$ cat src/rtl/seg7_pkg.sv
`default_nettype none
// ============================================================================
// Module : seg7_pkg
// Segment patterns ({g,f,e,d,c,b,a}, active-high), decoder and sizing helpers.
// Rev    : 1.0
// ============================================================================
package seg7_pkg;

  localparam logic [6:0] c_seg_0     = 7'h3F;
  localparam logic [6:0] c_seg_1     = 7'h06;
  localparam logic [6:0] c_seg_2     = 7'h5B;
  localparam logic [6:0] c_seg_3     = 7'h4F;
  localparam logic [6:0] c_seg_4     = 7'h66;
  localparam logic [6:0] c_seg_5     = 7'h6D;
  localparam logic [6:0] c_seg_6     = 7'h7D;
  localparam logic [6:0] c_seg_7     = 7'h07;
  localparam logic [6:0] c_seg_8     = 7'h7F;
  localparam logic [6:0] c_seg_9     = 7'h6F;
  localparam logic [6:0] c_seg_blank = 7'h00;

  // Codes A..F never reach the decoder in normal operation; show them dark.
  function automatic logic [6:0] seg7_decode(input logic [3:0] nibble);
    case (nibble)
      4'd0:    return c_seg_0;
      4'd1:    return c_seg_1;
      4'd2:    return c_seg_2;
      4'd3:    return c_seg_3;
      4'd4:    return c_seg_4;
      4'd5:    return c_seg_5;
      4'd6:    return c_seg_6;
      4'd7:    return c_seg_7;
      4'd8:    return c_seg_8;
      4'd9:    return c_seg_9;
      default: return c_seg_blank;
    endcase
  endfunction

  // Width of the tick divider for a given division ratio.
  function automatic int div_width(input int div);
    return (div <= 2) ? 1 : $clog2(div);
  endfunction

  // Binary to packed BCD, up to eight digits.
  function automatic logic [31:0] to_bcd(input int v);
    logic [31:0] r;
    int          x;
    r = '0;
    x = v;
    for (int i = 0; i < 8; i++) begin
      r[4*i +: 4] = 4'(x % 10);
      x = x / 10;
    end
    return r;
  endfunction

endpackage
`default_nettype wire

$ cat src/rtl/bcd_digit.sv
`default_nettype none
// ============================================================================
// Module : bcd_digit
// One decimal digit of the counter with carry/borrow out to the next digit.
// Rev    : 1.0
// ============================================================================
module bcd_digit #(
  parameter logic [3:0] MAX_DIGIT = 4'd9
) (
  input  logic       clk,
  input  logic       rst,
  input  logic       step,
  input  logic       up,
  input  logic       load,
  input  logic [3:0] d,
  input  logic       set_zero,
  input  logic       set_max_digit,
  output logic [3:0] q,
  output logic       carry_out,
  output logic       borrow_out
);

  logic [3:0] r_q;

  always_ff @(posedge clk) begin
    if (rst) begin
      r_q <= '0;
    end else if (load) begin
      r_q <= d;
    end else if (set_zero) begin
      r_q <= '0;
    end else if (set_max_digit) begin
      r_q <= MAX_DIGIT;
    end else if (step) begin
      if (up) begin
        r_q <= (r_q == 4'd9) ? 4'd0 : r_q + 4'd1;
      end else begin
        r_q <= (r_q == 4'd0) ? 4'd9 : r_q - 4'd1;
      end
    end
  end

  assign q          = r_q;
  assign carry_out  = step & up & (r_q == 4'd9);
  assign borrow_out = step & ~up & (r_q == 4'd0);

endmodule
`default_nettype wire

$ cat src/rtl/seg7_bcd_counter.sv
`default_nettype none
// ============================================================================
// Module : seg7_bcd_counter
// N-digit BCD up/down counter with tick divider, load, modulus and 7-seg out.
// Rev    : 1.0
// ============================================================================
module seg7_bcd_counter #(
  parameter int DIGITS         = 2,
  parameter int CLK_HZ         = 50_000_000,
  parameter int TICK_HZ        = 1,
  parameter int MAX_VAL        = 99,
  parameter int SEG_ACTIVE_LOW = 1,
  parameter int BLANK_LZ       = 0
) (
  input  logic                  clk,
  input  logic                  rst,
  input  logic                  up,
  input  logic                  en,
  input  logic                  load,
  input  logic [4*DIGITS-1:0]   load_val,
  output logic [4*DIGITS-1:0]   bcd,
  output logic [7*DIGITS-1:0]   seg,
  output logic                  tick,
  output logic                  wrap,
  output logic                  load_err
);

  import seg7_pkg::*;

  localparam int                   c_div          = CLK_HZ / TICK_HZ;
  localparam int                   c_div_w        = div_width(c_div);
  localparam logic [c_div_w-1:0]   c_div_last     = c_div_w'(c_div - 1);
  localparam logic [31:0]          c_max_bcd_full = to_bcd(MAX_VAL);
  localparam logic [4*DIGITS-1:0]  c_max_bcd      = c_max_bcd_full[4*DIGITS-1:0];

  logic [c_div_w-1:0]   r_div;
  logic                 r_tick;
  logic                 r_wrap;
  logic                 r_load_err;
  logic [7*DIGITS-1:0]  r_seg;

  logic [4*DIGITS-1:0]  w_bcd;
  logic [DIGITS-1:0]    w_carry;
  logic [DIGITS-1:0]    w_borrow;
  logic                 w_load_ok;
  logic                 w_load_acc;
  logic                 w_count;
  logic                 w_at_max;
  logic                 w_at_zero;
  logic                 w_wrap_up;
  logic                 w_wrap_dn;
  logic                 w_step0;
  logic                 w_unused_msd;

  // With every nibble valid, packed-BCD order equals numeric order.
  always_comb begin
    w_load_ok = (load_val <= c_max_bcd);
    for (int i = 0; i < DIGITS; i++) begin
      if (load_val[4*i +: 4] > 4'd9) begin
        w_load_ok = 1'b0;
      end
    end
  end

  assign w_load_acc = load & w_load_ok;
  assign w_count    = r_tick & en & ~load;
  assign w_at_max   = (w_bcd == c_max_bcd);
  assign w_at_zero  = (w_bcd == '0);
  assign w_wrap_up  = w_count & up & w_at_max;
  assign w_wrap_dn  = w_count & ~up & w_at_zero;
  assign w_step0    = w_count & ~(up ? w_at_max : w_at_zero);

  genvar gi;
  for (gi = 0; gi < DIGITS; gi++) begin : g_digit
    logic w_step_in;
    if (gi == 0) begin : g_lsd
      assign w_step_in = w_step0;
    end else begin : g_upper
      assign w_step_in = w_carry[gi-1] | w_borrow[gi-1];
    end

    bcd_digit #(
      .MAX_DIGIT (c_max_bcd[4*gi +: 4])
    ) u_digit (
      .clk           (clk),
      .rst           (rst),
      .step          (w_step_in),
      .up            (up),
      .load          (w_load_acc),
      .d             (load_val[4*gi +: 4]),
      .set_zero      (w_wrap_up),
      .set_max_digit (w_wrap_dn),
      .q             (w_bcd[4*gi +: 4]),
      .carry_out     (w_carry[gi]),
      .borrow_out    (w_borrow[gi])
    );
  end

  // The top digit's carry/borrow has nowhere to go; wrap is decided above.
  assign w_unused_msd = w_carry[DIGITS-1] | w_borrow[DIGITS-1];

  function automatic logic [7*DIGITS-1:0] seg_pattern(input logic [4*DIGITS-1:0] v);
    logic [7*DIGITS-1:0] p;
    logic                zero_above;
    logic [6:0]          s;
    p          = '0;
    zero_above = 1'b1;
    for (int i = DIGITS - 1; i >= 0; i--) begin
      zero_above = zero_above & (v[4*i +: 4] == 4'd0);
      s = ((BLANK_LZ != 0) && (i > 0) && zero_above) ? c_seg_blank
                                                     : seg7_decode(v[4*i +: 4]);
      p[7*i +: 7] = (SEG_ACTIVE_LOW != 0) ? ~s : s;
    end
    return p;
  endfunction

  always_ff @(posedge clk) begin
    if (rst) begin
      r_div      <= '0;
      r_tick     <= 1'b0;
      r_wrap     <= 1'b0;
      r_load_err <= 1'b0;
      r_seg      <= seg_pattern('0);
    end else begin
      if (load || (r_div == c_div_last)) begin
        r_div <= '0;
      end else begin
        r_div <= r_div + 1'b1;
      end
      // A load restarts the tick period, so a pending tick is dropped too.
      r_tick     <= ~load & (r_div == c_div_last);
      r_wrap     <= w_wrap_up | w_wrap_dn;
      r_load_err <= load & ~w_load_ok;
      r_seg      <= seg_pattern(w_bcd);
    end
  end

  assign bcd      = w_bcd;
  assign seg      = r_seg;
  assign tick     = r_tick;
  assign wrap     = r_wrap;
  assign load_err = r_load_err;

endmodule
`default_nettype wire

$ cat config.mk
export PLATFORM = sky130hd
export DESIGN_NAME = seg7_bcd_counter
export DESIGN_NICKNAME = d
export VERILOG_FILES = /design/src/rtl/seg7_pkg.sv /design/src/rtl/bcd_digit.sv /design/src/rtl/seg7_bcd_counter.sv
export SDC_FILE = /design/constraint.sdc
export NUM_CORES = 1
export LEC_CHECK = 0
export CAP_MARGIN = 10
export CORE_ASPECT_RATIO = 0.9
export CORE_UTILIZATION = 50
export CTS_CLUSTER_DIAMETER = 60
export CTS_CLUSTER_SIZE = 24
export DETAILED_ROUTE_END_ITERATION = 7
export PLACE_DENSITY = 0.8
export SYNTH_ARGS = -nofsm -noshare
export SYNTH_HDL_FRONTEND = slang
export SYNTH_SLANG_ARGS = --single-unit
$ cat constraint.sdc
create_clock -name clk -period 3.63 [get_ports clk]
set_input_delay 0.726 -clock clk [delete_from_list [all_inputs] [get_ports clk]]
set_output_delay 0.726 -clock clk [all_outputs]
set_load 0.1 [all_outputs]
# After elaboration in Yosys (flattened, before gate mapping)
# Memories as Yosys holds them, arrays and structs flattened. A register that Yosys moved wholly into a read port is not among the register bits.
# Cells that the tools add are included.
# op_classes
add_sub_neg	5
magnitude_cmp	3
eq_ne	4
muxes	23
bitwise_logic	22
reduce_logical	7
# ops
cell	count
$mux 4	18
$add 26x1->26 const B	1
$eq 26x26->1 const B	1
$and 1x1->1	14
$mux 7	2
$not 7->7	2
$add 4x1->4 const B	2
$eq 4x4->1 const B	2
$eq 8x8->1 const B	1
$gt 4x4->1 const B	2
$le 8x8->1 const B	1
$logic_not 4->1	2
$logic_not 8->1	1
$reduce_bool 4->1	2
$sub 4x1->4 const B	2
$not 1->1	4
$mux 1	3
$or 1x1->1	2
$reduce_or 2->1	1
$logic_or 1x1->1	1
# word_totals
ff_bits	51
rom_bits	224
inputBits	13
out_inout_bits	25
word_cells	73
mem_count	2
# memory_table
name	words	word_bits	read_ports	rd_ports_with_merged_regs	wr	line	text
(no name shown)	16	7	1	1	0	seg7_pkg.sv:23	case (nibble)
(no name shown)	16	7	1	1	0	seg7_pkg.sv:23	

# Depth between registers and ports, before layout
# Gate-level depths: netlist of the first run.
# depth
depth_word	13
mapped_depth	12
ltp_nobuf	10

# By module
# From an unflattened synthesis of the first run, not the netlist that was laid out.
# unflattened
hier_cells	349
area_unflattened_um2	2981.6
# modules_own_cells
module	n_inst	cells_per_inst	area_per_inst_um2	seq_area_each_um2
seg7_bcd_counter	1	239	2083.2	860.8
bcd_digit	2	55	449.2	80.1

# Worst setup path after synthesis of the first run
# OpenSTA, ideal clock, no wires.
# synth_path
kind	reg-to-reg
startpoint	register g_digit[1].u_digit.r_q[3]
endpoint	register with a tool-made name
setup_ns	0.056
t_arrival_ns	3.324
required_time_ns	3.574
slack_ns	0.250
stages_incl_launch_ff	11
n_path_buf	1
period_less_slack_ns	3.380
path_cell_list	dfxtp_1 > buf_2 > nor4bb_1 > nand4_1 > nand3_1 > o22ai_1 > o311ai_1 > inv_1 > ha_1 > or4_1 > a21bo_2
# synth_rtl
element	line	text
start: declaration	bcd_digit.sv:23	logic [3:0] r_q;
start signal: assignment	bcd_digit.sv:36	r_q <= (r_q == 4'd9) ? 4'd0 : r_q + 4'd1;
start signal: assignment	bcd_digit.sv:38	r_q <= (r_q == 4'd0) ? 4'd9 : r_q - 4'd1;

==> impl_results.md, run 1 <==
- Status: complete, no violations
- Ys Warns: 0
- Flop-to-flop setup slack: ~0.67 ns
- P per Cell Area: between 400 and 500 mW/mm2
- Final Max Slew Viols: 0
- Detailed Routing Iterations Pass 1: 4
- Die ar.: ~0.0066 mm2
- Switching Share: a little under a third
- Clock Latency Late Sink: 0.34 ns
- Final setup violation count: 0
- CP max-delay cell: clkdlybuf4s50_1
- Hold path depth: 1
- P&R area growth vs syn: 20.7%
- Mapped Avg Cell Area: approximately 8.7 um2
- Nets: 424
- Die width: roughly 85 um
- Distinct cells, synth: 59
- Critical path type: primary input to flip-flop
- Clk buf depth: 2
- Commonest non-fill, non-tap cell in the layout: dfxtp_1
- Min Tclk post-route: 3.28 ns
- Vias per cell: between 5 and 6
- Post-synth ARST share: 0%
- Worst Max-Slew Pin Slew: 1.03 ns
- CP Cell Sequence: clkdlybuf4s50_1 -> buf_4 -> nand2_1 -> nor4_1 -> o21a_1 -> a21o_1 -> nand2_1 -> a31oi_1 -> inv_1 -> ha_1 -> mux2_2 -> o21ai_0
- Post-CTS Resized: 0
- Setup TNS Final: 0 ns
- Delay-heaviest family, CP: compound AO/OA/AOI/OAI gates
- Mapped cell area: 0.00312 mm2
- Final hold violation count: 0
- Crit path DAT: 3.54 ns
- GRT Overall Usage: 21.6%
- Worst min-delay path endpoint: seg[13]
- Drt initial violations: 80
- Drt drc: 0
- VDD IR max: just over 300 uV
- Routability cong.: approximately 0.9
- Worst path bufs/invs: 3
- Gr ovfl total: 0
- Fin crit share: 90.5%
- Starting Density: 53.2%
- Routed WL: 6640 um
- Net Switching: 0.558 mW
- Vias in the first global route: between 2k and 2.5k
- Clk sink count: 65
- Comb power frac: 20.8%
- Layout cell share with drive strength beyond 1: 11.2%
- Critical Path RT: 3.88 ns
- Post-CTS setup buffer count: 0
- #FFs+latches synth: 65
- Antenna violations before repair: 0
- Number of CTS-inserted buffers: 9
- Ys flop type: dfxtp_1
- Worst setup EP type: flip-flop
- Detail Route Antenna Nets: 0
- Slew margin rel.: 31.2%
- N_diodes: 0
- Max Cap Viol: 0
- TritonCTS clock tree: yes
- Worst path max stage delay: 0.52 ns
- Most frequent CP cell: nand2_1
- DP Cell Count: 457
- Mapped Nets: around 380
- Final core occ: 64.3%
- Final non-filler cell total: 472
- Synth Instances: 358
- # port buffers: 37
- Clk pwr share: a little over a third
- Fin Hold WS: 0.373 ns
- Pint: 1.26 mW
- H-tree levels: 3
- Clk_skew: 0.00680 ns
- Largest net degree at the start of global routing: 25
- I/O pin count: 38
- CP startpoint kind: primary input
- Hold Crit Class: flip-flop to flip-flop
- Flop pwr share: between 40% and 50%
- Most frequent cells in the layout: 65 x dfxtp_1, 51 x nor2_1, 29 x clkdlybuf4s50_1
- Leak Pwr: 1.48 nW
- R2R depth: 10
- CTS root buf: clkbuf_8
- RSZ-0062 raised after global routing: false
- DR WL/cell: approximately 14 um
- Seq/Total Area, Yosys: 41.8%
- Vert. Die Dim: 76.9 um
- Hpwl dp: ~4700 um
- First-pass GRT wire length: between 10000 and 15000 um
- Number of synthesized flops with an enable pin: 0
- Crit-path max FO: 14
- Core ar.: 0.00586 mm2
- Clock transition at the registers of the reported paths: 0.06 ns
- Max Clk Rate: about 300 MHz
- Routed vias: 2651
- Number of cell rows: 26
- # hold bufs at CTS: 0
- RR Startpoint: g_digit[1].u_digit.q[0]
## routing by layer
metal	global-route usage, %	vias to the layer above	wire, um
met5	0	-	0
met4	9.66	0	131
met1	25.7	1238	3040
li1	-	1348	-
met3	6.89	10	298
met2	35.6	55	3170
## power by group through the flow
| stage | combinational, mW | clock (mW) | sequential (mW) |
|---|---|---|---|
| 4_1_cts | 0.378 | 0.659 | 0.794 |
| 5_1_grt | 0.402 | 0.698 | 0.801 |
| 6_report | 0.380 | 0.648 | 0.794 |
| 2_1_floorplan | 0.145 | 0 | 0.946 |
| 3_5_place_dp | 0.376 | 0 | 0.810 |
| 3_3_place_gp | 0.370 | 0 | 0.809 |
## cells by family after synthesis
logic type	Yosys count	share of synthesized area [%]
xor+xnor	26	7.31
flops	65	41.8
buf+inv	37	5.02
compound gates	67	15.4
simple gates	147	24.2
mux	3	1.04
fa+ha+maj	13	5.22
## stage by stage
step | power, mW | cell area (um2) | setup WS [ns]
detailed placement | 1.19 | 3550 | 0.0367
floorplan | 1.09 | 3120 | 0.250
global placement | 1.18 | 3550 | 0.143
finish | 1.82 | 3760 | 0.346
global route | 1.90 | 3760 | 0.0989
CTS | 1.83 | 3760 | 0.379
## cells in the mapped netlist (3+ instances only)
cell | number | area share (%)
a21oi_1 | 10 | 1.6
ha_1 | 13 | 5.2
nand4_1 | 7 | 1.4
o2111ai_1 | 3 | 0.84
a31oi_1 | 5 | 1.0
nor3_1 | 8 | 1.3
o21ai_0 | 14 | 2.2
nand2_1 | 20 | 2.4
and2_1 | 3 | 0.60
clkbuf_1 | 15 | 1.8
xnor2_1 | 15 | 4.2
o211ai_1 | 3 | 0.72
inv_1 | 17 | 2.0
nor2_1 | 51 | 6.1
or3_1 | 3 | 0.60
nor4_1 | 3 | 0.60
nand2b_1 | 4 | 0.80
a21o_1 | 3 | 0.72
and3_1 | 7 | 1.4
and4_1 | 3 | 0.84
dfxtp_1 | 65 | 42
or4_1 | 4 | 0.96
nand3_1 | 20 | 3.2
or2_2 | 3 | 0.60
xor2_1 | 11 | 3.1
nand3b_1 | 3 | 0.72
## worst register-to-register path, stage by stage (launching register included)
cell	delay, ns
dfxtp_1	0.65
nor4bb_1	0.36
nand4_1	0.17
nand3_1	0.25
a21o_1	0.21
nand2_1	0.11
a31oi_1	0.32
inv_1	0.17
ha_1	0.22
mux2_2	0.25
o21ai_0	0.16
## cell type report
class | count | area, um2
sequential | 65 | 1300
tap | 70 | 87.6
clock inverter | 2 | 35.0
clock buffer | 13 | 179
inverter | 18 | 67.6
timing repair buffer | 48 | 433
multi-input combinational | 256 | 1660
fill | 490 | 2090
## worst max-delay path by stage
stage | from | endpoint | depth (start not counted)
6_report | up | flip-flop | 12
4_1_cts | up | flip-flop | 12
2_1_floorplan | g_digit[1].u_digit.q[3] | flip-flop | 10
3_5_place_dp | up | flip-flop | 12
5_1_grt | up | flip-flop | 12
3_3_place_gp | up | flip-flop | 12
No activity file was read; power rests on OpenSTA's default activity.
==> run 2: changes to the inputs <==
--- a/config.mk
+++ b/config.mk
@@ -6,12 +6,14 @@
 export NUM_CORES = 1
 export LEC_CHECK = 0
 export CAP_MARGIN = 10
+export CELL_PAD_IN_SITES_DETAIL_PLACEMENT = 1
+export CELL_PAD_IN_SITES_GLOBAL_PLACEMENT = 1
 export CORE_ASPECT_RATIO = 0.9
-export CORE_UTILIZATION = 50
+export CORE_UTILIZATION = 28
 export CTS_CLUSTER_DIAMETER = 60
 export CTS_CLUSTER_SIZE = 24
 export DETAILED_ROUTE_END_ITERATION = 7
-export PLACE_DENSITY = 0.8
+export PLACE_DENSITY = 0.64
 export SYNTH_ARGS = -nofsm -noshare
 export SYNTH_HDL_FRONTEND = slang
 export SYNTH_SLANG_ARGS = --single-unit
==> run 2 against run 1 <==
Die area rose by 76%. Sequential share of layout area fell by 1.5 points. Non-clock buffer count rose by 4. Critical path type unchanged. Total power rose by 8.0%. Core utilization fell by 28 points. Routed wire length rose by 20%. Global-route usage fell by 7.0 points. Combinational power rose by 4%. Setup slack got worse by 0.043 ns. Maximum frequency fell by 1.3%. Final cell count rose by 14%. Largest cell class unchanged. Clock skew fell by 0.00092 ns.
==> impl_results.md, run 2 (same netlist as run 1, synthesis figures left out) <==
- Status: complete, no violations (unchanged)
- RSZ-0062 raised after global routing: false (unchanged)
- CP startpoint kind: primary input (unchanged)
- Critical Path RT: 3.87 ns (was 3.88 ns)
- Final WS setup: 0.304 ns (was 0.346 ns)
- Min Tclk post-route: 3.33 ns (was 3.28 ns)
- Post-CTS setup buffer count: 0 (unchanged)
- Crit path DAT: 3.57 ns (was 3.54 ns)
- Clock Latency Late Sink: 0.32 ns (was 0.34 ns)
- Reg area: 0.00130 mm2 (unchanged)
- Power Total: 1.97 mW (was 1.82 mW)
- Clock transition at the registers of the reported paths: 0.05 ns (was 0.06 ns)
- Clk sink count: 65 (unchanged)
- Clk buf depth: 2 (unchanged)
- Switching Share: 31.0% (was 30.6%)
- Number of cell rows: 36 (was 26)
- I/O pin count: 38 (unchanged)
- Drt initial violations: 76 (was 80)
- Core ar.: 0.0108 mm2 (was 0.00586 mm2)
- Fill count: 1267 (was 490)
- Final hold violation count: 0 (unchanged)
- Detail Route Antenna Nets: 0 (unchanged)
- Final setup violation count: 0 (unchanged)
- Leak Pwr: 1.53 nW (was 1.48 nW)
- # port buffers: 37 (unchanged)
- CTS root buf: clkbuf_16 (was clkbuf_8)
- First-pass GRT wire length: 13200 um (was 11000 um)
- Pint: 1.36 mW (was 1.26 mW)
- Worst min-delay path endpoint: seg[10] (was seg[13])
- Most frequent cells in the layout: 65 x dfxtp_1, 51 x nor2_1, 29 x clkdlybuf4s50_1 (unchanged)
- Hpwl dp: 5740 um (was 4650 um)
- Max Clk Rate: 301 MHz (was 305 MHz)
- Layout cell share with drive strength beyond 1: 12.0% (was 11.2%)
- Fin crit share: 91.6% (was 90.5%)
- Gr ovfl total: 0 (unchanged)
- Routed vias: 2667 (was 2651)
- Antenna violations before repair: 0 (unchanged)
- R2R depth: 8 (was 10)
- Clk_skew: 0.00588 ns (was 0.00680 ns)
- DR WL/cell: 14.7 um (was 14.1 um)
- Worst setup EP type: flip-flop (unchanged)
- Fin Hold WS: 0.373 ns (about the same)
- Detailed Routing Iterations Pass 1: 4 (unchanged)
- Hold Crit Class: flip-flop to flip-flop (unchanged)
- Die width: 113 um (was 85.2 um)
- Critical path type: primary input to flip-flop (unchanged)
- Crit-path max FO: 5 (was 14)
- P&R area growth vs syn: 26.1% (was 20.7%)
- Largest net degree at the start of global routing: 26 (was 25)
- Hold path depth: 1 (unchanged)
- GRT Overall Usage: 14.6% (was 21.6%)
- Vias in the first global route: 2670 (was 2430)
- Final core occ: 36.4% (was 64.3%)
- Worst Max-Slew Pin Slew: 0.973 ns (was 1.03 ns)
- Pre-CTS WS: 0.0187 ns (was 0.0367 ns)
- P per Cell Area: 501 mW/mm2 (was 484 mW/mm2)
- Post-CTS Resized: 0 (unchanged)
- Nets: 428 (was 424)
- Slew margin rel.: 35.0% (was 31.2%)
- Vert. Die Dim: 102 um (was 76.9 um)
- Comb power frac: 20.0% (was 20.8%)
- Commonest non-fill, non-tap cell in the layout: dfxtp_1 (unchanged)
- TritonCTS clock tree: yes (unchanged)
- Vias per cell: 4.94 (was 5.62)
- H-tree levels: 3 (unchanged)
- Routed WL: 7950 um (was 6640 um)
- Flop pwr share: 40.2% (was 43.6%)
- Number of CTS-inserted buffers: 9 (unchanged)
- VDD IR max: 250 uV (was 303 uV)
- Starting Density: 28.8% (was 53.2%)
- Max Cap Viol: 0 (unchanged)
- N_diodes: 0 (unchanged)
- Die ar.: 0.0116 mm2 (was 0.00655 mm2)
- Net Switching: 0.610 mW (was 0.558 mW)
- Final Max Slew Viols: 0 (unchanged)
- Drt drc: 0 (unchanged)
- Multi-input logic area: 0.00166 mm2 (unchanged)
- Clk pwr share: 39.8% (was 35.5%)
- RR Startpoint: g_digit[1].u_digit.q[0] (unchanged)
- # hold bufs at CTS: 0 (unchanged)
- Routability cong.: 0.878 (was 0.903)
- Flop-to-flop setup slack: 0.68 ns (was 0.67 ns)
- Setup TNS Final: 0 ns (unchanged)
run 2: cell types whose count changed in the layout (fill, tap and decap cells not counted):
cell,delta
clkbuf_8,-12
clkbuf_16,+9
buf_4,+4
clkinv_2,+2
bufinv_16,-1
clkbuf_1,+1
clkinv_4,+1
clkinvlp_4,+1
run 2: power by group through the flow:
stage               registers, mW  clock network, mW  logic (mW)
floorplan                   0.946                  0       0.145
global placement            0.805                  0       0.389
detailed placement          0.806                  0       0.393
CTS                         0.791              0.804       0.396
global route                0.797              0.835       0.421
finish                      0.791              0.784       0.394
run 2: worst max path at each step:
stage,start,to,slack (ns),cells past startpoint
5_1_grt,load_val[2],flip-flop,0.12,10
4_1_cts,load_val[2],flip-flop,0.31,10
3_3_place_gp,load_val[2],flip-flop,0.1,10
6_report,load_val[2],flip-flop,0.30,10
3_5_place_dp,load_val[2],flip-flop,0.02,10
2_1_floorplan,g_digit[1].u_digit.q[3],flip-flop,0.25,10
run 2: per-stage QoR:
| stage | area (um2) | cells |
|---|---|---|
| 4_1_cts | 3930 | 540 |
| 5_1_grt | 3930 | 540 |
| 2_1_floorplan | 3120 | 358 |
| 3_3_place_gp | 3660 | 524 |
| 3_5_place_dp | 3660 | 524 |
| 6_report | 3930 | 540 |
run 2: layout make-up:
cell class	count	share of cell area (%)
clock buffers	11	6.17
clock inverters	5	0.796
repair buffers	52	11.8
inverters	18	1.72
multi-input cells	256	42.2
well taps	133	4.23
flip-flops and latches	65	33.1
run 2: per-layer routing:
layer	part of all wire, %	up-vias	global-route usage, %	wire [um]
met5	0	-	0	0
met4	1.2	0	5.87	93
met3	2.3	8	2.49	181
met2	47	35	23.5	3700
met1	50	1278	19.5	3980
li1	-	1346	-	-
run 2: critical path: stages:
cell             delay [ns]
clkdlybuf4s50_1        0.44
o21ai_0                0.31
and3_1                 0.33
nor2_1                 0.09
or3_1                  0.37
a21oi_1                0.32
inv_1                  0.16
ha_1                   0.22
or4_1                  0.50
o211ai_1               0.10
